File: src/rtl/wb_pkg.sv
// Shared types and constants for the writeback unit: FSM states, RV32I load
// encodings, the captured-load payload and the load legality helpers.
package wb_pkg;

  localparam int unsigned TIMEOUT_CYCLES_DEFAULT = 255;
  localparam int unsigned XLEN                   = 32;
  localparam int unsigned REG_AW                 = 5;

  typedef enum logic [0:0] {
    ST_IDLE     = 1'b0,
    ST_WAIT_MEM = 1'b1
  } wb_state_e;

  localparam logic [2:0] F3_LB  = 3'd0;
  localparam logic [2:0] F3_LH  = 3'd1;
  localparam logic [2:0] F3_LW  = 3'd2;
  localparam logic [2:0] F3_LBU = 3'd4;
  localparam logic [2:0] F3_LHU = 3'd5;

  // Load attributes held while the memory read is outstanding
  typedef struct packed {
    logic [REG_AW-1:0] rd;
    logic [2:0]        funct3;
    logic [1:0]        addr_lo;
  } ld_req_t;

  function automatic logic ld_illegal(input logic [2:0] funct3);
    return !(funct3 inside {F3_LB, F3_LH, F3_LW, F3_LBU, F3_LHU});
  endfunction

  function automatic logic ld_misaligned(input logic [2:0] funct3, input logic [1:0] addr_lo);
    logic mis;
    mis = 1'b0;
    case (funct3)
      F3_LH, F3_LHU: mis = addr_lo[0];
      F3_LW:         mis = (addr_lo != 2'd0);
      default:       mis = 1'b0;
    endcase
    return mis;
  endfunction

endpackage

File: src/rtl/writeback_unit_if.sv
// Bundle of the ALU, load-issue, memory-response and register-file write
// signals seen by the writeback unit.
interface writeback_unit_if;
  import wb_pkg::*;

  logic              alu_valid;
  logic              alu_ready;
  logic [REG_AW-1:0] alu_rd;
  logic [XLEN-1:0]   alu_result;

  logic              ld_valid;
  logic              ld_ready;
  logic [REG_AW-1:0] ld_rd;
  logic [2:0]        ld_funct3;
  logic [1:0]        ld_addr_lo;

  logic              mem_ack;
  logic [XLEN-1:0]   mem_rdata;

  logic              write;
  logic [REG_AW-1:0] rd;
  logic [XLEN-1:0]   reg_write;
  logic              stall;
  logic              err_misalign;
  logic              err_illegal;
  logic              err_timeout;

  modport slave (
    input  alu_valid, alu_rd, alu_result,
    input  ld_valid, ld_rd, ld_funct3, ld_addr_lo,
    input  mem_ack, mem_rdata,
    output alu_ready, ld_ready,
    output write, rd, reg_write, stall,
    output err_misalign, err_illegal, err_timeout
  );

  modport master (
    output alu_valid, alu_rd, alu_result,
    output ld_valid, ld_rd, ld_funct3, ld_addr_lo,
    output mem_ack, mem_rdata,
    input  alu_ready, ld_ready,
    input  write, rd, reg_write, stall,
    input  err_misalign, err_illegal, err_timeout
  );

endinterface

File: src/rtl/writeback_unit_load_extend.sv
// Selects the addressed byte/half of an aligned memory word and sign- or
// zero-extends it according to the RV32I load type.
module load_extend
  import wb_pkg::*;
(
  input  logic [2:0]      funct3_i,
  input  logic [1:0]      addr_lo_i,
  input  logic [XLEN-1:0] rdata_i,
  output logic [XLEN-1:0] value_c_o
);

  logic [7:0]  byte_sel;
  logic [15:0] half_sel;

  always_comb begin
    byte_sel = rdata_i[7:0];
    case (addr_lo_i)
      2'd0: byte_sel = rdata_i[7:0];
      2'd1: byte_sel = rdata_i[15:8];
      2'd2: byte_sel = rdata_i[23:16];
      2'd3: byte_sel = rdata_i[31:24];
    endcase
    half_sel = addr_lo_i[1] ? rdata_i[31:16] : rdata_i[15:0];

    value_c_o = rdata_i;
    case (funct3_i)
      F3_LB:   value_c_o = {{24{byte_sel[7]}}, byte_sel};
      F3_LH:   value_c_o = {{16{half_sel[15]}}, half_sel};
      F3_LBU:  value_c_o = {24'd0, byte_sel};
      F3_LHU:  value_c_o = {16'd0, half_sel};
      default: value_c_o = rdata_i;
    endcase
  end

endmodule

File: src/rtl/writeback_unit.sv
// Register-file writeback stage: commits ALU results directly and RV32I loads
// after the memory response, with misalign/illegal/timeout error pulses.
module writeback_unit
  import wb_pkg::*;
#(
  parameter int unsigned TIMEOUT_CYCLES = TIMEOUT_CYCLES_DEFAULT
) (
  input  logic            clk,
  input  logic            rst,
  writeback_unit_if.slave bus
);

  localparam int unsigned CNT_W = $clog2(TIMEOUT_CYCLES + 1);

  wb_state_e         state_q, state_d;
  logic [CNT_W-1:0]  cnt_q, cnt_d;
  ld_req_t           req_q, req_d;
  logic              write_q, write_d;
  logic [REG_AW-1:0] rd_q, rd_d;
  logic [XLEN-1:0]   data_q, data_d;
  logic              err_mis_q, err_mis_d;
  logic              err_ill_q, err_ill_d;
  logic              err_to_q, err_to_d;
  logic [XLEN-1:0]   ld_value;

  load_extend u_load_extend (
    .funct3_i  (req_q.funct3),
    .addr_lo_i (req_q.addr_lo),
    .rdata_i   (bus.mem_rdata),
    .value_c_o (ld_value)
  );

  // Handshake readiness and stall follow the state directly
  assign bus.ld_ready  = (state_q == ST_IDLE);
  assign bus.alu_ready = (state_q == ST_IDLE) && !bus.ld_valid;
  assign bus.stall     = (state_q == ST_WAIT_MEM);

  assign bus.write        = write_q;
  assign bus.rd           = rd_q;
  assign bus.reg_write    = data_q;
  assign bus.err_misalign = err_mis_q;
  assign bus.err_illegal  = err_ill_q;
  assign bus.err_timeout  = err_to_q;

  always_comb begin
    state_d   = state_q;
    cnt_d     = cnt_q;
    req_d     = req_q;
    write_d   = 1'b0;
    rd_d      = rd_q;
    data_d    = data_q;
    err_mis_d = 1'b0;
    err_ill_d = 1'b0;
    err_to_d  = 1'b0;

    case (state_q)
      ST_IDLE: begin
        if (bus.ld_valid) begin
          if (ld_illegal(bus.ld_funct3)) begin
            err_ill_d = 1'b1;
          end else if (ld_misaligned(bus.ld_funct3, bus.ld_addr_lo)) begin
            err_mis_d = 1'b1;
          end else begin
            req_d   = '{rd: bus.ld_rd, funct3: bus.ld_funct3, addr_lo: bus.ld_addr_lo};
            cnt_d   = '0;
            state_d = ST_WAIT_MEM;
          end
        end else if (bus.alu_valid && (bus.alu_rd != '0)) begin
          write_d = 1'b1;
          rd_d    = bus.alu_rd;
          data_d  = bus.alu_result;
        end
      end

      ST_WAIT_MEM: begin
        if (bus.mem_ack) begin
          state_d = ST_IDLE;
          if (req_q.rd != '0) begin
            write_d = 1'b1;
            rd_d    = req_q.rd;
            data_d  = ld_value;
          end
        end else begin
          // Abort once the number of ack-less wait cycles hits the limit
          cnt_d = cnt_q + CNT_W'(1);
          if (cnt_d == CNT_W'(TIMEOUT_CYCLES)) begin
            err_to_d = 1'b1;
            state_d  = ST_IDLE;
          end
        end
      end

      default: state_d = ST_IDLE;
    endcase
  end

  always_ff @(posedge clk) begin
    if (rst) begin
      state_q   <= ST_IDLE;
      cnt_q     <= '0;
      req_q     <= '0;
      write_q   <= 1'b0;
      rd_q      <= '0;
      data_q    <= '0;
      err_mis_q <= 1'b0;
      err_ill_q <= 1'b0;
      err_to_q  <= 1'b0;
    end else begin
      state_q   <= state_d;
      cnt_q     <= cnt_d;
      req_q     <= req_d;
      write_q   <= write_d;
      rd_q      <= rd_d;
      data_q    <= data_d;
      err_mis_q <= err_mis_d;
      err_ill_q <= err_ill_d;
      err_to_q  <= err_to_d;
    end
  end

endmodule

File: src/flat_wrapper.sv
// flat-port wrapper written by rule: the top's interface ports become plain ports
module writeback_unit_flat import wb_pkg::*;
#(
  parameter int unsigned TIMEOUT_CYCLES = TIMEOUT_CYCLES_DEFAULT
)
  (clk, rst, bus_alu_valid, bus_alu_rd, bus_alu_result, bus_ld_valid, bus_ld_rd, bus_ld_funct3, bus_ld_addr_lo, bus_mem_ack, bus_mem_rdata, bus_alu_ready, bus_ld_ready, bus_write, bus_rd, bus_reg_write, bus_stall, bus_err_misalign, bus_err_illegal, bus_err_timeout);
  writeback_unit_if bus_i ();
  input  logic clk;
  input  logic rst;
  input wire logic [$bits(bus_i.alu_valid)-1:0] bus_alu_valid;
  input wire logic [$bits(bus_i.alu_rd)-1:0] bus_alu_rd;
  input wire logic [$bits(bus_i.alu_result)-1:0] bus_alu_result;
  input wire logic [$bits(bus_i.ld_valid)-1:0] bus_ld_valid;
  input wire logic [$bits(bus_i.ld_rd)-1:0] bus_ld_rd;
  input wire logic [$bits(bus_i.ld_funct3)-1:0] bus_ld_funct3;
  input wire logic [$bits(bus_i.ld_addr_lo)-1:0] bus_ld_addr_lo;
  input wire logic [$bits(bus_i.mem_ack)-1:0] bus_mem_ack;
  input wire logic [$bits(bus_i.mem_rdata)-1:0] bus_mem_rdata;
  output wire logic [$bits(bus_i.alu_ready)-1:0] bus_alu_ready;
  output wire logic [$bits(bus_i.ld_ready)-1:0] bus_ld_ready;
  output wire logic [$bits(bus_i.write)-1:0] bus_write;
  output wire logic [$bits(bus_i.rd)-1:0] bus_rd;
  output wire logic [$bits(bus_i.reg_write)-1:0] bus_reg_write;
  output wire logic [$bits(bus_i.stall)-1:0] bus_stall;
  output wire logic [$bits(bus_i.err_misalign)-1:0] bus_err_misalign;
  output wire logic [$bits(bus_i.err_illegal)-1:0] bus_err_illegal;
  output wire logic [$bits(bus_i.err_timeout)-1:0] bus_err_timeout;
  assign bus_i.alu_valid = bus_alu_valid;
  assign bus_i.alu_rd = bus_alu_rd;
  assign bus_i.alu_result = bus_alu_result;
  assign bus_i.ld_valid = bus_ld_valid;
  assign bus_i.ld_rd = bus_ld_rd;
  assign bus_i.ld_funct3 = bus_ld_funct3;
  assign bus_i.ld_addr_lo = bus_ld_addr_lo;
  assign bus_i.mem_ack = bus_mem_ack;
  assign bus_i.mem_rdata = bus_mem_rdata;
  assign bus_alu_ready = bus_i.alu_ready;
  assign bus_ld_ready = bus_i.ld_ready;
  assign bus_write = bus_i.write;
  assign bus_rd = bus_i.rd;
  assign bus_reg_write = bus_i.reg_write;
  assign bus_stall = bus_i.stall;
  assign bus_err_misalign = bus_i.err_misalign;
  assign bus_err_illegal = bus_i.err_illegal;
  assign bus_err_timeout = bus_i.err_timeout;
  writeback_unit #(.TIMEOUT_CYCLES(TIMEOUT_CYCLES)) u_core (.clk(clk), .rst(rst), .bus(bus_i));
endmodule
File: config.mk
export PLATFORM = sky130hd
export DESIGN_NAME = writeback_unit_flat
export DESIGN_NICKNAME = d
export VERILOG_FILES = /design/src/rtl/wb_pkg.sv /design/src/rtl/writeback_unit_if.sv /design/src/rtl/writeback_unit_load_extend.sv /design/src/rtl/writeback_unit.sv /design/src/flat_wrapper.sv
export SDC_FILE = /design/constraint.sdc
export NUM_CORES = 1
export LEC_CHECK = 0
export ABC_AREA = 0
export CAP_MARGIN = 20
export CORE_UTILIZATION = 50
export CTS_BUF_LIST = sky130_fd_sc_hd__clkbuf_8
export CTS_CLUSTER_DIAMETER = 120
export DETAILED_ROUTE_END_ITERATION = 7
export PLACE_DENSITY = 0.95
export REMOVE_ABC_BUFFERS = 1
export SLEW_MARGIN = 30
export SYNTH_ARGS = -nofsm -noshare
export SYNTH_HDL_FRONTEND = slang
export SYNTH_SLANG_ARGS = --single-unit
File: constraint.sdc
create_clock -name clk -period 3.31 [get_ports clk]
set_clock_uncertainty 0.05 [all_clocks]
set_input_delay 0.662 -clock clk [delete_from_list [all_inputs] [get_ports clk]]
set_output_delay 0.662 -clock clk [all_outputs]
set_load 0.03 [all_outputs]
==> impl_metrics.py <==
metrics = {
    "worst_setup_path": {
        "cp_cell_sequence": "clkdlybuf4s50_1 -> nor2_1 -> buf_4 -> clkdlybuf4s50_1",
        "critPathRequiredTime_ps": 2600,
        "cp_slowest_cell": "clkdlybuf4s50_1",
        "criticalPathCategory": "primary input to output port",
        "start_kind": "primary input",
        "rrSetupSlack_ps": 1070,
        "r2r-end": "u_core.cnt_q[6]$_SDFFE_PP0P_",
        "arrival_ps": 2000,
        "worst_setup_path_end_kind": "output port",
        "slowest_delay_ps": 670,
        "worstReg2RegStart": "u_core.bus.stall$_SDFF_PP0_",
        "path_max_fanout": 3,
        "crit_top_cell": "clkdlybuf4s50_1",
        "rr_worst_depth": 5,
    },
    "run_status": {
        "status": "finished clean",
    },
    "yosys": {
        "synthFlopType": "dfxtp_1",
        "ys_async_sr_fraction": 0,
        "synth_top_family_by_area": "compound AO/OA/AOI/OAI gates",
        "synth-seq-area-share": 0.3466,
        "syn_inst": 388,
        "synth_compound_area_frac": 0.3105,
        "ys_seq_elements": 60,
        "yosys.area_share.simple": 0.1838,
        "synth-xor-area-share": 0.005054,
        "yosysUniqueCellTypes": 59,
        "synthAdderAreaFrac": 0.007220,
        "syn_area_per_cell_um2": 8.933,
        "synth_mux_area_frac": 0.09097,
        "yosys_warnings": 0,
        "syn_area_um2": 3466,
        "synth_edf_count": 0,
    },
    "floorplan": {
        "fp.dieArea_um2": 7268,
        "core-area_um2": 6531,
        "initial_utilization": 0.5307,
        "row_count": 29,
        "num_io_pins": 128,
        "die_y_um": 85.26,
        "die_x_um": 85.26,
    },
    "drt": {
        "drt-initial-drc-count": 442,
        "dr_total_vias": 3787,
        "first_pass_iters": 5,
        "ant_nets": 0,
        "wirelength_um": 11130,
        "wl_per_cell_um": 19.12,
        "drc": 0,
        "via_per_inst": 6.507,
    },
    "clock_network": {
        "hold_buffers": 0,
        "cts_buffer_depth": 2,
        "cts_tree": "built",
        "htree_num_levels": 3,
        "post_cts_buffers": 0,
        "clk_latency_ps": 340,
        "post_cts.resized_instances": 0,
        "path_clk_slew_ps": 70,
        "ctsRootBufferMaster": "clkbuf_8",
        "cts.sinks": 60,
        "cts_made_buffers": 9,
    },
    "global_route": {
        "grt_usage": 0.3079,
        "first_global_vias": 3611,
        "grt_pass1_wl_um": 17650,
        "grt_overflow": 0,
        "antenna_found_initial": 0,
        "grt_max_degree": 39,
    },
    "placement": {
        "dpl.hpwl_um": 7829,
        "dpl_cell_area_um2": 4738,
        "portBuffers": 127,
        "gp_congestion": 0.8770,
    },
    "cells_and_area": {
        "final_layout_size_suffix_gt1_frac": 0.1050,
        "nNetsFinal": 588,
        "layout_commonest_cell": "clkdlybuf4s50_1",
        "n_fill_cell": 460,
        "final_cell_mix": "clkdlybuf4s50_1 (127), nand2_1 (59), dfxtp_1 (59)",
        "area_growth_pct": 41.23,
        "antenna_cells": 0,
        "final_area_um2": 4895,
    },
    "pwr": {
        "ir_drop_v": 0.0003026,
        "cellLeakagePower_nw": 1.733,
        "power_density_nw_per_um2": 384.7,
    },
    "sta": {
        "rsz0062_at_grt": "no",
        "finalCritPeriodShare": 0.8194,
        "setup-violations-final": 0,
        "post-route-min-period_ps": 2712,
        "hold_viol_final": 0,
        "worstMarginPinSlew_ps": 678.5,
        "clock.fmax_mhz": 368.7,
        "slew_headroom": 0.5467,
        "fin_tns_setup_ps": 0,
        "slew_viol_final": 0,
    },
    "min_path": {
        "whs_endpoint": "u_core.bus.reg_write[18]$_SDFFE_PP0P_",
        "hold_start": "u_core.bus.reg_write[18]$_SDFFE_PP0P_",
        "min_path_type": "flop to flop",
        "hold-path-cell-count": 1,
    },
    "job": {
        "cap_violations": 0,
    },
}
## cell type report
class / instances / area [µm²] / area share
multi-input combinational: 287 / 2071 / 0.4231
timing repair buffer: 136 / 1339 / 0.2735
sequential: 60 / 1202 / 0.2457
tap: 77 / 96.34 / 0.01968
clock inverter: 4 / 18.77 / 0.003834
clock buffer: 10 / 137.6 / 0.02812
inverter: 8 / 30.03 / 0.006135
## metrics by stage
step	power [mW]	std cells	setup slack [ps]	util	hold WS, ps
2_1_floorplan	1.073	355	173.7	-	396.7
3_3_place_gp	1.316	568	596.7	0.7255	397.7
3_5_place_dp	1.330	568	548.0	0.7255	402.5
4_1_cts	1.877	582	600.6	0.7494	417.3
5_1_grt	1.946	582	565.2	0.7494	431.9
6_report	1.883	582	597.7	0.7494	417.9
## cell families (layout without fill, tap and decap cells)
kind of cell    after synthesis  in the layout
fa+ha+maj                     2              2
buf+inv                      41            158
compound gates              126            126
xor+xnor                      2              2
flops                        60             60
mux                          30             30
simple gates                127            127
## report_power, final
part	switching (mW)	internal, mW
sequential	0.0363	0.766
combinational	0.275	0.249
clock	0.280	0.277
## cells in the mapped netlist, types with 2 or more instances
| library cell | count | area [µm²] |
|---|---|---|
| inv_1 | 7 | 26.28 |
| o311ai_0 | 2 | 17.52 |
| o31ai_1 | 2 | 15.01 |
| or2_2 | 16 | 100.1 |
| or4_4 | 2 | 22.52 |
| o211a_1 | 2 | 20.02 |
| o21ai_0 | 15 | 75.07 |
| nand3_1 | 7 | 35.03 |
| mux2i_1 | 27 | 270.3 |
| nand2_1 | 59 | 221.5 |
| o22ai_1 | 3 | 18.77 |
| buf_6 | 4 | 45.04 |
| or3_1 | 4 | 25.02 |
| ha_1 | 2 | 25.02 |
| a22oi_1 | 2 | 15.01 |
| o211ai_4 | 2 | 42.54 |
| mux2_2 | 2 | 22.52 |
| o311a_1 | 5 | 50.05 |
| o2bb2ai_1 | 8 | 70.07 |
| or4_1 | 3 | 22.52 |
| a21oi_1 | 4 | 20.02 |
| a221oi_1 | 7 | 61.31 |
| a32o_1 | 22 | 220.2 |
| clkbuf_1 | 20 | 75.07 |
| o211ai_1 | 22 | 165.2 |
| o32ai_1 | 10 | 87.58 |
| dfxtp_1 | 60 | 1201 |
| nor2_1 | 13 | 48.80 |
| buf_2 | 8 | 40.04 |
| o41ai_1 | 7 | 61.31 |
| nor3_1 | 2 | 10.01 |
| nand4_1 | 9 | 56.30 |
| nand2b_1 | 4 | 25.02 |
## critical path: cells and delay by family
family,cells,cell delay [ps]
simple gates,1,100
buf+inv,3,1240
## state kept, by name, indices dropped and copies added, names as in the netlist
signal / count
u_core.bus.err_illegal: 1
u_core.bus.err_misalign: 1
u_core.bus.err_timeout: 1
u_core.bus.rd: 5
u_core.bus.reg_write: 32
u_core.bus.stall: 1
u_core.bus.write: 1
u_core.cnt_q: 8
u_core.req_q: 10
## routing by layer
| layer | share of wire | global-route usage | wire length [µm] | vias to the layer above |
|---|---|---|---|---|
| li1 | - | - | - | 1739 |
| met1 | 0.39 | 0.3658 | 4367 | 1791 |
| met2 | 0.49 | 0.5235 | 5487 | 219 |
| met3 | 0.077 | 0.07101 | 856 | 38 |
| met4 | 0.037 | 0.1530 | 416 | 0 |
| met5 | 0 | 0 | 0 | - |
## how the worst max path moves through the flow
stage | end | slack, ps | cells past startpoint | start
final | bus_alu_ready | 600 | 4 | bus_ld_valid
after global routing | bus_alu_ready | 570 | 4 | bus_ld_valid
after CTS | bus_alu_ready | 600 | 4 | bus_ld_valid
after detailed placement | u_core.bus.reg_write[13]$_SDFFE_PP0P_ | 550 | 5 | bus_alu_rd[2]
after global placement | u_core.bus.reg_write[21]$_SDFFE_PP0P_ | 600 | 5 | bus_alu_rd[2]
after floorplan | u_core.cnt_q[6]$_SDFFE_PP0P_ | 170 | 4 | u_core.bus.stall$_SDFF_PP0_
Power figures use the tool's default switching activity.
